`src/rtl/msx_pkg.sv`:
```
// Shared types and constants for the MSX mouse port: phase encoding,
// saturation limit, joystick idle pattern and the accumulator clamp.
package msx_pkg;
    typedef enum logic [1:0] {P0, P1, P2, P3} mouse_phase_t;

    localparam int         MOUSE_SAT = 127;
    localparam logic [5:0] JOY_IDLE  = 6'h3F;
    localparam int         NUM_AXES  = 2;
    localparam int         DELTA_W   = 9;
    localparam int         ACC_W     = 8;

    // Symmetric clamp: -128 is never produced, so negating a snapshot never overflows.
    function automatic logic [ACC_W-1:0] sat_acc(input logic signed [9:0] v);
        logic signed [9:0] lim;
        lim = 10'(MOUSE_SAT);
        if (v > lim)       sat_acc = lim[ACC_W-1:0];
        else if (v < -lim) sat_acc = 8'(-lim);
        else               sat_acc = v[ACC_W-1:0];
    endfunction
endpackage

```
`src/rtl/msx_mouse_port_if.sv`:
```
// Bundle between the PS/2 mouse controller / joystick source and the MSX port A logic.
interface msx_mouse_port_if;
    logic       mouse_strobe;
    logic [8:0] mouse_dx;
    logic [8:0] mouse_dy;
    logic [1:0] mouse_btn;
    logic [5:0] joy_in;
    logic       msx_str;
    logic [5:0] port_out;
    logic       mouse_en;

    modport master (
        output mouse_strobe, mouse_dx, mouse_dy, mouse_btn, joy_in, msx_str,
        input  port_out, mouse_en
    );
    modport slave (
        input  mouse_strobe, mouse_dx, mouse_dy, mouse_btn, joy_in, msx_str,
        output port_out, mouse_en
    );
endinterface

```
`src/rtl/msx_mouse_acc.sv`:
```
// One-axis saturating movement accumulator with snapshot-and-clear.
// snap_nx is the snapshot as it will be after this cycle, so a P0 read sees the fresh value.
module msx_mouse_acc
    import msx_pkg::*;
#(
    parameter bit NEGATE = 1'b0
) (
    input  logic               clk,
    input  logic               rst,
    input  logic               add,
    input  logic               clr,
    input  logic               snap,
    input  logic [DELTA_W-1:0] delta,
    output logic [ACC_W-1:0]   snap_nx
);
    logic [ACC_W-1:0] acc_q, acc_d, snap_q, snap_d, base;
    logic signed [9:0] base_x, delta_x;

    always_comb begin
        // Snapshot zeroes the base first, so a coincident add lands on an empty accumulator.
        base    = snap ? '0 : acc_q;
        base_x  = {{2{base[ACC_W-1]}}, base};
        delta_x = {delta[DELTA_W-1], delta};
        acc_d   = base;
        if (add) acc_d = sat_acc(base_x + delta_x);
        if (clr) acc_d = '0;
        snap_d = snap_q;
        if (snap) snap_d = NEGATE ? (~acc_q + 8'd1) : acc_q;
    end

    always_ff @(posedge clk or posedge rst) begin
        if (rst) begin
            acc_q  <= '0;
            snap_q <= '0;
        end else begin
            acc_q  <= acc_d;
            snap_q <= snap_d;
        end
    end

    assign snap_nx = snap_d;
endmodule

```
`src/rtl/msx_mouse_port.sv`:
```
// PS/2 mouse to MSX nibble-protocol converter on joystick port A, with joystick
// pass-through, strobe-driven phase machine and read timeout resynchronisation.
module msx_mouse_port
    import msx_pkg::*;
#(
    parameter int TIMEOUT_CYCLES = 100000
) (
    input logic            clk_sys,
    input logic            reset,
    msx_mouse_port_if.slave bus
);
    localparam int              TMO_W    = $clog2(TIMEOUT_CYCLES + 1);
    localparam logic [TMO_W-1:0] TMO_LOAD = TMO_W'(TIMEOUT_CYCLES);

    mouse_phase_t     phase_q, phase_d;
    logic [TMO_W-1:0] tmo_q, tmo_d;
    logic             str_q, str_d;
    logic             mouse_en_q, mouse_en_d;
    logic [5:0]       port_out_q, port_out_d;
    logic             edge_det, clr, snap;
    logic [3:0]       nib;

    logic [NUM_AXES-1:0][DELTA_W-1:0] delta;
    logic [NUM_AXES-1:0][ACC_W-1:0]   snap_nx;

    assign delta    = {bus.mouse_dy, bus.mouse_dx};
    assign edge_det = bus.msx_str ^ str_q;
    assign clr      = (bus.joy_in != JOY_IDLE) && !bus.mouse_strobe;
    assign snap     = edge_det && mouse_en_q && (phase_q == P0);

    // Axis 0 is X, negated because MSX reports positive as left.
    for (genvar a = 0; a < NUM_AXES; a++) begin : g_axis
        msx_mouse_acc #(.NEGATE(a == 0)) u_acc (
            .clk    (clk_sys),
            .rst    (reset),
            .add    (bus.mouse_strobe),
            .clr    (clr),
            .snap   (snap),
            .delta  (delta[a]),
            .snap_nx(snap_nx[a])
        );
    end

    always_comb begin
        str_d      = bus.msx_str;
        mouse_en_d = mouse_en_q;
        phase_d    = phase_q;
        tmo_d      = tmo_q;

        if (bus.mouse_strobe)            mouse_en_d = 1'b1;
        else if (bus.joy_in != JOY_IDLE) mouse_en_d = 1'b0;

        if (clr) begin
            phase_d = P0;
            tmo_d   = '0;
        end else if (mouse_en_q && edge_det) begin
            phase_d = mouse_phase_t'(phase_q + 2'd1);
            tmo_d   = TMO_LOAD;
        end else if (tmo_q != '0) begin
            tmo_d = tmo_q - TMO_W'(1);
            if (tmo_q == TMO_W'(1)) phase_d = P0;
        end

        case (phase_q)
            P0:      nib = snap_nx[0][7:4];
            P1:      nib = snap_nx[0][3:0];
            P2:      nib = snap_nx[1][7:4];
            default: nib = snap_nx[1][3:0];
        endcase

        if (mouse_en_q) port_out_d = {~bus.mouse_btn, edge_det ? nib : port_out_q[3:0]};
        else            port_out_d = bus.joy_in;
    end

    always_ff @(posedge clk_sys or posedge reset) begin
        if (reset) begin
            phase_q    <= P0;
            tmo_q      <= '0;
            str_q      <= 1'b0;
            mouse_en_q <= 1'b0;
            port_out_q <= JOY_IDLE;
        end else begin
            phase_q    <= phase_d;
            tmo_q      <= tmo_d;
            str_q      <= str_d;
            mouse_en_q <= mouse_en_d;
            port_out_q <= port_out_d;
        end
    end

    assign bus.port_out = port_out_q;
    assign bus.mouse_en = mouse_en_q;
endmodule

```
`src/flat_wrapper.sv`:
```
// flat-port wrapper written by rule: the top's interface ports become plain ports
module msx_mouse_port_flat import msx_pkg::*;
#(
    parameter int TIMEOUT_CYCLES = 100000
)
  (clk_sys, reset, bus_mouse_strobe, bus_mouse_dx, bus_mouse_dy, bus_mouse_btn, bus_joy_in, bus_msx_str, bus_port_out, bus_mouse_en);
  msx_mouse_port_if bus_i ();
  input logic clk_sys;
  input logic reset;
  input wire logic [$bits(bus_i.mouse_strobe)-1:0] bus_mouse_strobe;
  input wire logic [$bits(bus_i.mouse_dx)-1:0] bus_mouse_dx;
  input wire logic [$bits(bus_i.mouse_dy)-1:0] bus_mouse_dy;
  input wire logic [$bits(bus_i.mouse_btn)-1:0] bus_mouse_btn;
  input wire logic [$bits(bus_i.joy_in)-1:0] bus_joy_in;
  input wire logic [$bits(bus_i.msx_str)-1:0] bus_msx_str;
  output wire logic [$bits(bus_i.port_out)-1:0] bus_port_out;
  output wire logic [$bits(bus_i.mouse_en)-1:0] bus_mouse_en;
  assign bus_i.mouse_strobe = bus_mouse_strobe;
  assign bus_i.mouse_dx = bus_mouse_dx;
  assign bus_i.mouse_dy = bus_mouse_dy;
  assign bus_i.mouse_btn = bus_mouse_btn;
  assign bus_i.joy_in = bus_joy_in;
  assign bus_i.msx_str = bus_msx_str;
  assign bus_port_out = bus_i.port_out;
  assign bus_mouse_en = bus_i.mouse_en;
  msx_mouse_port #(.TIMEOUT_CYCLES(TIMEOUT_CYCLES)) u_core (.clk_sys(clk_sys), .reset(reset), .bus(bus_i));
endmodule
```
`config.mk`:
```
export PLATFORM = sky130hd
export DESIGN_NAME = msx_mouse_port_flat
export DESIGN_NICKNAME = d
export VERILOG_FILES = /design/src/rtl/msx_pkg.sv /design/src/rtl/msx_mouse_port_if.sv /design/src/rtl/msx_mouse_acc.sv /design/src/rtl/msx_mouse_port.sv /design/src/flat_wrapper.sv
export SDC_FILE = /design/constraint.sdc
export NUM_CORES = 1
export LEC_CHECK = 0
export CAP_MARGIN = 20
export CORE_ASPECT_RATIO = 1.4
export CORE_MARGIN = 4
export CORE_UTILIZATION = 35
export CTS_BUF_LIST = sky130_fd_sc_hd__clkbuf_8
export DETAILED_ROUTE_END_ITERATION = 10
export GPL_ROUTABILITY_DRIVEN = 0
export SLEW_MARGIN = 20
export SYNTH_ARGS = -nofsm -noshare
export SYNTH_HDL_FRONTEND = slang
export SYNTH_SLANG_ARGS = --single-unit
```
`constraint.sdc`:
```
create_clock -name clk_sys -period 6 [get_ports clk_sys]
set_input_delay 0.9 -clock clk_sys [delete_from_list [all_inputs] [get_ports clk_sys]]
set_output_delay 0.9 -clock clk_sys [all_outputs]
set_load 0.03 [all_outputs]
```
==> impl_metrics.prom <==
# TYPE chip_impl_metric gauge
chip_impl_info{name="outcome",value="finished clean"} 1
chip_impl_metric{name="skew",unit="ps"} 9.667
chip_impl_metric{name="slew_viol_final",unit=""} 0
chip_impl_metric{name="worstMarginPinSlew",unit="ps"} 1054
chip_impl_info{name="worstSetupStartpointType",value="input pin"} 1
chip_impl_metric{name="totalNegativeSetupSlack",unit="ps"} 0
chip_impl_metric{name="floorplan.die.height",unit="um"} 135.7
chip_impl_info{name="crit_path_end_kind",value="flip-flop"} 1
chip_impl_metric{name="fp-row-count",unit=""} 46
chip_impl_metric{name="period_needed",unit="ps"} 4451
chip_impl_metric{name="async_reset_ff_share",unit="%"} 100.0
chip_impl_info{name="ctsRootBufferMaster",value="clkbuf_8"} 1
chip_impl_metric{name="timing.critical_path.fanout_max",unit=""} 12
chip_impl_info{name="layout.cells.most_common_list",value="nand2_1 (58), dfrtp_1 (53), clkdlybuf4s50_1 (36)"} 1
chip_impl_metric{name="flow.area_growth_from_synthesis",unit="%"} 18.10
chip_impl_metric{name="cts_buffers",unit=""} 9
chip_impl_metric{name="diodes",unit=""} 0
chip_impl_metric{name="post_synth_instance_area",unit="sq um"} 4078
chip_impl_info{name="layout.cells.most_common",value="nand2_1"} 1
chip_impl_metric{name="maximum_number_of_buffers_from_clock_root_to_sink",unit=""} 2
chip_impl_metric{name="grt_first_pass_wirelength",unit="mm"} 16.59
chip_impl_metric{name="final_layout_size_suffix_gt1_share",unit="%"} 8.782
chip_impl_metric{name="clk_pin_slew",unit="ps"} 70
chip_impl_metric{name="synth.net_count",unit=""} 513
chip_impl_metric{name="synth_enable_flop_cells",unit=""} 0
chip_impl_metric{name="grt_remaining_overflow",unit=""} 0
chip_impl_metric{name="final-hold-violation-count",unit=""} 0
chip_impl_metric{name="synth.yosys.warnings",unit=""} 0
chip_impl_metric{name="synth_seq_cells",unit=""} 59
chip_impl_metric{name="power.static_leakage",unit="nW"} 2.049
chip_impl_metric{name="synth_cell_types",unit=""} 66
chip_impl_metric{name="port_buffers",unit=""} 36
chip_impl_metric{name="ir_drop",unit="uV"} 152.2
chip_impl_metric{name="synthesis.area_per_instance",unit="sq um"} 8.903
chip_impl_metric{name="worstPathRequired",unit="ps"} 6210
chip_impl_metric{name="final.setup.worst_slack",unit="ps"} 1549
chip_impl_metric{name="ioPinCount",unit=""} 37
chip_impl_metric{name="cts-resized-gates",unit=""} 0
chip_impl_metric{name="place_worst_setup_slack",unit="ps"} 1190
chip_impl_metric{name="routed-via-count",unit=""} 3417
chip_impl_metric{name="setup_viol_count_final",unit=""} 0
chip_impl_metric{name="avgRoutedWirePerCell",unit="um"} 15.88
chip_impl_info{name="synth-main-ff-cell",value="dfrtp_1"} 1
chip_impl_info{name="crit_chain",value="clkdlybuf4s50_1 > xor2_1 > nand2_1 > and2_1 > ha_1 > a21oi_1 > and2_1 > o22ai_1 > o41ai_4 > mux2_2 > a211oi_4 > nand2b_1 > a2bb2oi_2"} 1
chip_impl_metric{name="grt_antenna_before_repair",unit=""} 0
chip_impl_metric{name="core_region_area",unit="sq um"} 11400
chip_impl_metric{name="drt_iter0_drc",unit=""} 163
chip_impl_metric{name="maxSlewHeadroom",unit="%"} 29.16
chip_impl_metric{name="ant_nets",unit=""} 0
chip_impl_metric{name="dpl.hpwl",unit="mm"} 7.858
chip_impl_metric{name="cts.htree.levels",unit=""} 3
chip_impl_metric{name="grt_start_max_net_pins",unit=""} 60
chip_impl_metric{name="dr.pass1.iters",unit=""} 4
chip_impl_metric{name="clock-sinks",unit=""} 59
chip_impl_metric{name="worst_ep_arrival_time",unit="ps"} 4660
chip_impl_metric{name="crit_path_max_incr_delay",unit="ps"} 560
chip_impl_metric{name="die-width",unit="um"} 99.23
chip_impl_info{name="worst_hold_path_type",value="flip-flop to flip-flop"} 1
chip_impl_metric{name="final_worst_path_period_share",unit="%"} 74.18
chip_impl_info{name="grt_setup_unrepaired",value="no"} 1
chip_impl_info{name="slowest_cp_cell",value="clkdlybuf4s50_1"} 1
chip_impl_metric{name="max_clock_freq",unit="GHz"} 0.2247
chip_impl_metric{name="holdBufCountCts",unit=""} 0
chip_impl_metric{name="setup_fix_buffers_added_after_clock_tree_synthesis",unit=""} 0
chip_impl_metric{name="insertion_delay_to_the_later_sink_of_the_worst_skew_pair",unit="ps"} 330
chip_impl_info{name="kind_of_critical_path",value="input pin to flip-flop"} 1
chip_impl_info{name="clock_tree_from_tritoncts",value="built"} 1
chip_impl_metric{name="post-route-drc-count",unit=""} 0
chip_impl_metric{name="synth-seq-area-share",unit="%"} 36.39
chip_impl_metric{name="grt_usage",unit="%"} 15.47
chip_impl_metric{name="floorplan.initialDensity",unit="%"} 35.78
chip_impl_metric{name="vias_in_the_first_global_route",unit=""} 3432
chip_impl_metric{name="power_density",unit="nW/um^2"} 432.7
chip_impl_metric{name="layout.nets",unit=""} 551
chip_impl_info{name="critPathTopFamily",value="compound AO/OA/AOI/OAI gates"} 1
chip_impl_metric{name="fp.dieArea",unit="sq um"} 13470
chip_impl_info{name="critical_path.most_common_cell",value="and2_1"} 1
chip_impl_metric{name="r2r_setup_slack",unit="ps"} 1910
chip_impl_metric{name="routed_wl",unit="mm"} 10.24
chip_impl_metric{name="synthCells",unit=""} 458
chip_impl_metric{name="drv_cap",unit=""} 0
chip_impl_metric{name="post_drt_via_cell_ratio",unit=""} 5.298
chip_impl_metric{name="path_buf_inv",unit=""} 1
state kept, by name, indices dropped and copies added, names as in the netlist:
signal	count
u_core.g_axis.u_acc.snap_q	16
u_core.bus.mouse_en	1
u_core.str_q	1
u_core.bus.port_out	6
u_core.phase_q	2
u_core.tmo_q	17
u_core.g_axis.u_acc.acc_q	16
synth_stat cells, types with 3 or more instances:
| master | number | area, sq um |
|---|---|---|
| o211ai_1 | 7 | 52.55 |
| or3_1 | 6 | 37.54 |
| dfstp_2 | 6 | 157.7 |
| nand2_1 | 58 | 217.7 |
| a31oi_1 | 10 | 62.56 |
| dfrtp_1 | 53 | 1326 |
| nand3b_1 | 3 | 22.52 |
| o21a_1 | 3 | 22.52 |
| xnor2_1 | 22 | 192.7 |
| nor2_1 | 30 | 112.6 |
| a311o_1 | 3 | 30.03 |
| clkbuf_1 | 13 | 48.80 |
| o21ai_0 | 22 | 110.1 |
| a211oi_1 | 4 | 30.03 |
| a311oi_1 | 3 | 26.28 |
| and2_1 | 15 | 93.84 |
| nand3_1 | 10 | 50.05 |
| inv_1 | 27 | 101.4 |
| xor2_1 | 7 | 61.31 |
| a21boi_0 | 3 | 22.52 |
| o211a_1 | 3 | 30.03 |
| ha_1 | 23 | 287.8 |
| nor2b_1 | 12 | 75.07 |
| o22ai_1 | 5 | 31.28 |
| o31ai_1 | 3 | 22.52 |
| or4_1 | 3 | 22.52 |
| a221oi_1 | 3 | 26.28 |
| nor3_1 | 11 | 55.05 |
| a21oi_1 | 32 | 160.2 |
| nor3b_1 | 4 | 30.03 |
| nor4_1 | 3 | 18.77 |
| o221ai_1 | 3 | 26.28 |
| mux2_2 | 5 | 56.30 |
worst register-to-register path: stages, from the launching register on:
cell and delay, ps:
dfrtp_1 410, inv_1 80, ha_1 270, and2_1 220, nand2_1 290, buf_4 300, and2_1 160, ha_1 160
inv_1 60, fa_1 410, nor2b_1 230, o31ai_1 120, o21ai_0 170, o22ai_1 120, xnor2_1 400, o31ai_1 190
a221o_1 380
stage by stage:
stage          power (mW)  utilization (%)  hold slack [ps]  cell area, sq um  instances
3_5_place_dp        1.699            40.36            470.6              4599        629
5_1_grt             2.253            42.26            506.8              4816        645
2_1_floorplan       1.443                -            439.4              4078        458
4_1_cts             2.095            42.26            487.5              4816        645
3_3_place_gp        1.681            40.36            461.8              4599        629
6_report            2.084            42.26            489.1              4816        645
power breakdown:
group | internal (mW) | switching [mW]
sequential | 0.542 | 0.107
clock | 0.234 | 0.154
combinational | 0.443 | 0.603
total | 1.22 | 0.864
area by class of cell:
cell class                      instances  area, sq um
Inverter                               27        101.3
Tap cell                              144        180.2
Clock buffer                           13        178.9
Timing Repair Buffer                   40        390.4
Sequential cell                        59         1484
Multi-Input combinational cell        359         2444
Fill cell                            1119         6580
Clock inverter                          3        37.54
routing by layer:
| metal | vias to the layer above | share of wire, % | global-route usage (%) |
|---|---|---|---|
| li1 | 1732 | - | - |
| met3 | 13 | 2.7 | 2.731 |
| met1 | 1610 | 41 | 17.57 |
| met5 | - | 0 | 0 |
| met2 | 62 | 54 | 29.30 |
| met4 | 0 | 1.7 | 4.252 |
cells by family (layout without fill, tap and decap cells):
family                   after synthesis  after routing  share of synthesized area, %
multiplexers                           6              6                         1.626
buffers and inverters                 40             83                         3.682
flip-flops                            59             59                         36.39
AND/OR/NAND/NOR                      168            168                         20.83
AO/OA/AOI/OAI                        129            129                         22.52
XOR/XNOR                              30             30                         6.628
adder cells (fa/ha/maj)               26             26                         8.316
worst paths after layout:
kind / from / to / depth (start not counted)
setup / recovery: bus_msx_str / u_core.g_axis[0].u_acc.acc_q[0]$_DFF_PP0_ / 13
hold / removal: u_core.g_axis[1].u_acc.snap_q[0]$_DFF_PP0_ / u_core.g_axis[1].u_acc.snap_q[0]$_DFF_PP0_ / 2
setup reg to reg: u_core.phase_q[0]$_DFFE_PP0P_ / u_core.g_axis[1].u_acc.acc_q[6]$_DFF_PP0_ / 16
hold reg to reg: u_core.g_axis[1].u_acc.snap_q[0]$_DFF_PP0_ / u_core.g_axis[1].u_acc.snap_q[0]$_DFF_PP0_ / 2
max in group asynchronous: reset / u_core.tmo_q[12]$_DFFE_PP0P_ / 3
min in group asynchronous: reset / u_core.g_axis[1].u_acc.acc_q[7]$_DFF_PP0_ / 3
No activity file was read; power rests on OpenSTA's default activity.
